[config.mk]
export PLATFORM = sky130hd
export DESIGN_NAME = period_meter
export DESIGN_NICKNAME = d
export VERILOG_FILES = /design/src/rtl/period_meter.sv
export SDC_FILE = /design/constraint.sdc
export NUM_CORES = 1
export LEC_CHECK = 0
export CAP_MARGIN = 10
export CORE_UTILIZATION = 35
export CTS_CLUSTER_SIZE = 8
export DETAILED_ROUTE_END_ITERATION = 10
export GPL_ROUTABILITY_DRIVEN = 0
export HOLD_SLACK_MARGIN = 0.08
export PLACE_DENSITY_LB_ADDON = 0.15
export SLEW_MARGIN = 20
export SYNTH_ARGS = -nofsm -noshare
export SYNTH_HDL_FRONTEND = slang
export SYNTH_SLANG_ARGS = --single-unit
[constraint.sdc]
create_clock -name clk -period 2.1 [get_ports clk]
set_input_delay 0.21 -clock clk [delete_from_list [all_inputs] [get_ports clk]]
set_output_delay 0.21 -clock clk [all_outputs]
set_load 0.01 [all_outputs]
[src/rtl/period_meter.sv]
`timescale 1ns/1ps
`default_nettype none
// ============================================================================
// Module   : period_meter
// Brief    : One-shot period / high-time meter for a slow asynchronous input,
//            results handed off over a valid/ready handshake.
// Revision : 1.0 - initial release
// ============================================================================
module period_meter #(
  parameter int          WIDTH       = 32,
  parameter int unsigned TIMEOUT     = 50000000,
  parameter int          SYNC_STAGES = 2
) (
  input  logic             clk,
  input  logic             reset,
  input  logic             sig_in,
  input  logic             start,
  output logic             busy,
  output logic [WIDTH-1:0] period_out,
  output logic [WIDTH-1:0] high_out,
  output logic             valid,
  input  logic             ready,
  output logic             timeout
);

  localparam logic [WIDTH-1:0] c_CNT_LAST = WIDTH'(TIMEOUT - 1);

  typedef enum logic [1:0] {
    ST_IDLE    = 2'd0,
    ST_ARM     = 2'd1,
    ST_MEASURE = 2'd2,
    ST_HOLD    = 2'd3
  } state_t;

  state_t                 r_state;
  state_t                 w_state_next;
  logic [SYNC_STAGES-1:0] r_sync;
  logic                   r_s_d;
  logic                   w_s;
  logic                   w_rise;
  logic                   w_fall;
  logic [WIDTH-1:0]       r_cnt;
  logic [WIDTH-1:0]       w_cnt_next;
  logic [WIDTH-1:0]       w_cnt_inc;
  logic [WIDTH-1:0]       r_high;
  logic [WIDTH-1:0]       w_high_next;
  logic [WIDTH-1:0]       r_period;
  logic [WIDTH-1:0]       w_period_next;
  logic [WIDTH-1:0]       r_high_out;
  logic [WIDTH-1:0]       w_high_out_next;
  logic                   w_timeout;

  always_ff @(posedge clk or negedge reset) begin
    if (!reset) begin
      r_sync <= '0;
      r_s_d  <= 1'b0;
    end else begin
      r_sync <= {r_sync[SYNC_STAGES-2:0], sig_in};
      r_s_d  <= r_sync[SYNC_STAGES-1];
    end
  end

  assign w_s       = r_sync[SYNC_STAGES-1];
  assign w_rise    = w_s & ~r_s_d;
  assign w_fall    = ~w_s & r_s_d;
  assign w_cnt_inc = r_cnt + 1'b1;

  always_ff @(posedge clk or negedge reset) begin
    if (!reset) begin
      r_state    <= ST_IDLE;
      r_cnt      <= '0;
      r_high     <= '0;
      r_period   <= '0;
      r_high_out <= '0;
    end else begin
      r_state    <= w_state_next;
      r_cnt      <= w_cnt_next;
      r_high     <= w_high_next;
      r_period   <= w_period_next;
      r_high_out <= w_high_out_next;
    end
  end

  // An edge always takes priority over the timeout check in the same cycle.
  always_comb begin
    w_state_next    = r_state;
    w_cnt_next      = r_cnt;
    w_high_next     = r_high;
    w_period_next   = r_period;
    w_high_out_next = r_high_out;
    w_timeout       = 1'b0;
    case (r_state)
      ST_IDLE: begin
        if (start) begin
          w_state_next = ST_ARM;
          w_cnt_next   = '0;
        end
      end
      ST_ARM: begin
        w_cnt_next = w_cnt_inc;
        if (w_rise) begin
          w_state_next = ST_MEASURE;
          w_cnt_next   = '0;
        end else if (r_cnt == c_CNT_LAST) begin
          w_timeout    = 1'b1;
          w_state_next = ST_IDLE;
        end
      end
      ST_MEASURE: begin
        w_cnt_next = w_cnt_inc;
        if (w_fall) begin
          w_high_next = w_cnt_inc;
        end
        if (w_rise) begin
          w_period_next   = w_cnt_inc;
          w_high_out_next = r_high;
          w_state_next    = ST_HOLD;
        end else if (r_cnt == c_CNT_LAST) begin
          w_timeout    = 1'b1;
          w_state_next = ST_IDLE;
        end
      end
      ST_HOLD: begin
        if (ready) begin
          w_state_next = ST_IDLE;
        end
      end
      default: begin
        w_state_next = ST_IDLE;
      end
    endcase
  end

  assign busy       = (r_state != ST_IDLE);
  assign valid      = (r_state == ST_HOLD);
  assign timeout    = w_timeout;
  assign period_out = r_period;
  assign high_out   = r_high_out;

endmodule
`default_nettype wire

==> impl_metrics.tcl, run 1 <==
set metrics [dict create \
    cts.path.max_buffers 2 \
    htreeDepth 4 \
    ir_drop_mv 0.585 \
    seqPwrFrac_pct 37.2 \
    worstMarginPinSlew_ps 500 \
    rsz0062_at_grt "true" \
    slew_viol_final 0 \
    io_buffers 71 \
    switching_share_pct 27.3 \
    nets 690 \
    routed_wl_um 13700 \
    yosysWarnings 0 \
    leakage_nw 3.55 \
    die_w_um 132 \
    yosys-top-cells-area "dfrtp_1 (56%), mux2_2 (6.5%), o21ai_0 (5.9%), nand2_1 (5.4%), xnor2_1 (3.8%)" \
    finalPower_mw 7.24 \
    arrival_ps 1850 \
    rows 47 \
    avgSynthCellArea_um2 10.6 \
    multi_input_area_um2 2460 \
    die_h_um 132 \
    antennaDiodeCount 0 \
    grt_overflow 0 \
    clk_pin_slew_ps 60 \
    combPwrFrac_pct 19.3 \
    numCtsBuffers 17 \
    track_usage_pct 17.0 \
    ant_nets 0 \
    ys_types 45 \
    startpoint_type "flop" \
    dp.cells 877 \
    vias 4516 \
    setup_viol 0 \
    clock_latency_ps 420 \
    fin_util_pct 48.0 \
    hold_violations 0 \
    grt_pass1_wl_um 23400 \
    finClkSkew_ps 6.59 \
    fin_crit_sh_pct 98.3 \
    synthesis.nets 573 \
    hold_path_class "input pin to flop" \
    yosys.area.top_type "dfrtp_1" \
    async_flop_share_pct 100 \
    power.switching_mw 1.98 \
    crit_path_end_kind "primary output" \
    p_int_mw 5.26 \
    first_global_vias 4650 \
    vias_per_cell 4.96 \
    tns_ps 0 \
    cts_tree "built" \
    drc 0 \
    final_area_um2 7950 \
    required_ps 1890 \
    synth_seq_cells 133 \
    dpl.hpwl_um 9630 \
    post_dp_cell_area_um2 7270 \
    io-pin-count 72 \
    drive_gt1_share_pct 20.4 \
    syn_inst 561 \
    seqCellArea_um2 3330 \
    synth_enable_flop_cells 0 \
    cts.sinks 133 \
    synth.cell_area_um2 5930 \
    drt_iter0_drc 190 \
    period_needed_ps 2060 \
    synth_common_cells "dfrtp_1 (133), nand2_1 (85), o21ai_0 (70), mux2_2 (34), xnor2_1 (26)" \
    seq_area_frac_synth_pct 56.1 \
    die_area_um2 17500 \
    wl_per_cell_um 15.0 \
    drv_cap 0 \
    clkPwrFrac_pct 43.6 \
    antenna_found_initial 0 \
    post-synth-top-count-cell "dfrtp_1" \
    fin_hold_ws_ps 222 \
    status "completed" \
    finalWorstSetupSlack_ps 35.2 \
    place_ws_ps -62.9 \
    fp.coreArea_um2 16600 \
    clockRootBuffer "clkbuf_16" \
    relSlewSlack_pct 66.7 \
    grt_max_degree 53 \
    area_growth_pct 34.1 \
    start_util_pct 35.8 \
    power.density_nw_per_um2 910 \
    cp_max_fo 2 \
    firstDrtPassIters 7 \
    fmax_mhz 484 \
    fill_cells 1538 \
    synth_top_cell_area_share_pct 56.1 \
    synth_ff_type "dfrtp_1" \
    finalNonFillerCells 911 \
    crit_type "flop to primary output" \
]
## layout make-up
| class | count | share of cell area, % |
|---|---|---|
| clock buffer | 23 | 6.01 |
| sequential | 133 | 41.9 |
| inverter | 14 | 0.661 |
| tap | 220 | 3.46 |
| clock inverter | 9 | 1.87 |
| timing repair buffer | 130 | 15.2 |
| multi-input combinational | 382 | 30.9 |
## path summary, 6_finish.rpt
kind | from | to | slack [ps] | cells after the start
setup / recovery | r_cnt[27] | timeout | 40 | 6
hold / removal | sig_in | r_sync[0] | 220 | 1
setup reg to reg | r_cnt[6] | r_cnt[31] | 100 | 5
hold reg to reg | r_sync[0] | r_sync[1] | 350 | 0
max in group asynchronous | reset | period_out[5] | 1120 | 3
min in group asynchronous | reset | high_out[13] | 300 | 2
## layer usage
layer,part of all wire [%],routed length (µm),track usage (%)
met5,0,0,0
met4,1.6,214,6.45
met3,3.6,490,4.58
met2,49,6650,27.7
met1,46,6310,21.7
## cells in the final DEF, fill, tap and decap left out, types with 3 or more instances in the layout
master | netlist | final
a21o_1 | 3 | 3
nand2b_1 | 6 | 6
ha_1 | 7 | 7
buf_4 | 2 | 54
nand4_1 | 5 | 5
buf_12 | 0 | 4
clkbuf_16 | 0 | 17
o21ai_1 | 9 | 9
nand3b_1 | 5 | 5
and3_1 | 6 | 6
nand3_1 | 16 | 16
nor2b_1 | 4 | 4
clkbuf_1 | 21 | 3
mux2_2 | 34 | 34
clkbuf_8 | 0 | 3
nand2_1 | 85 | 84
inv_1 | 14 | 13
o21ai_0 | 70 | 70
clkdlybuf4s50_1 | 0 | 69
a22o_1 | 4 | 4
nor4_2 | 3 | 5
nor2_1 | 9 | 9
xor2_1 | 4 | 4
and2_1 | 7 | 6
nor3_1 | 9 | 9
a31oi_1 | 9 | 9
and4_1 | 7 | 6
dfrtp_1 | 133 | 133
xnor2_1 | 26 | 26
a21oi_1 | 20 | 20
clkinv_2 | 0 | 4
or3_1 | 10 | 10
bufinv_16 | 0 | 4
## worst max-delay path, stage by stage (launching register included)
cell     delay [ps]
dfrtp_1         400
nor4_2          270
nand4_1         120
nor4_2          260
buf_4           160
and2_4          130
buf_6            90
## flip-flops by register name, indices dropped and copies added, names as in the netlist
name,flops
high_out,32
period_out,32
r_cnt,32
r_high,32
r_state,2
r_sync,2
r_s_d,1
## power groups by stage
stage	Sequential, mW	Clock, mW	Combinational (mW)
2_1_floorplan	2.75	0	0.851
3_3_place_gp	2.73	0	1.35
3_5_place_dp	2.74	0	1.39
4_1_cts	2.69	3.22	1.40
5_1_grt	2.70	3.33	1.56
6_report	2.69	3.15	1.39
## cells by family (layout without fill, tap and decap cells)
family	count (synthesis)	in the layout	synth area share, %
buf+inv	46	176	3.14
fa+ha+maj	7	7	1.48
flops	133	133	56.1
xor+xnor	30	30	4.43
compound gates	126	126	11.8
mux	36	36	6.79
simple gates	183	183	16.2
## what timing repair did
item | in CTS | in global routing
buffers inserted | 1 | 0
pin swaps | 3 | 5
hold endpoints to repair | 48 | 0
gates resized for setup | 8 | 4
endpoints found under the setup margin | 1 | 9
hold buffers | 1 | 0
(Power assumes the default switching activity.)
==> run 2: changes to the inputs <==
--- a/config.mk
+++ b/config.mk
@@ -7,6 +7,7 @@
 export LEC_CHECK = 0
 export CAP_MARGIN = 10
 export CORE_UTILIZATION = 35
+export CTS_CLUSTER_DIAMETER = 50
 export CTS_CLUSTER_SIZE = 8
 export DETAILED_ROUTE_END_ITERATION = 10
 export GPL_ROUTABILITY_DRIVEN = 0
==> results of run 2 <==
No change in the layout: final DEF, timing and power equal those of run 1.
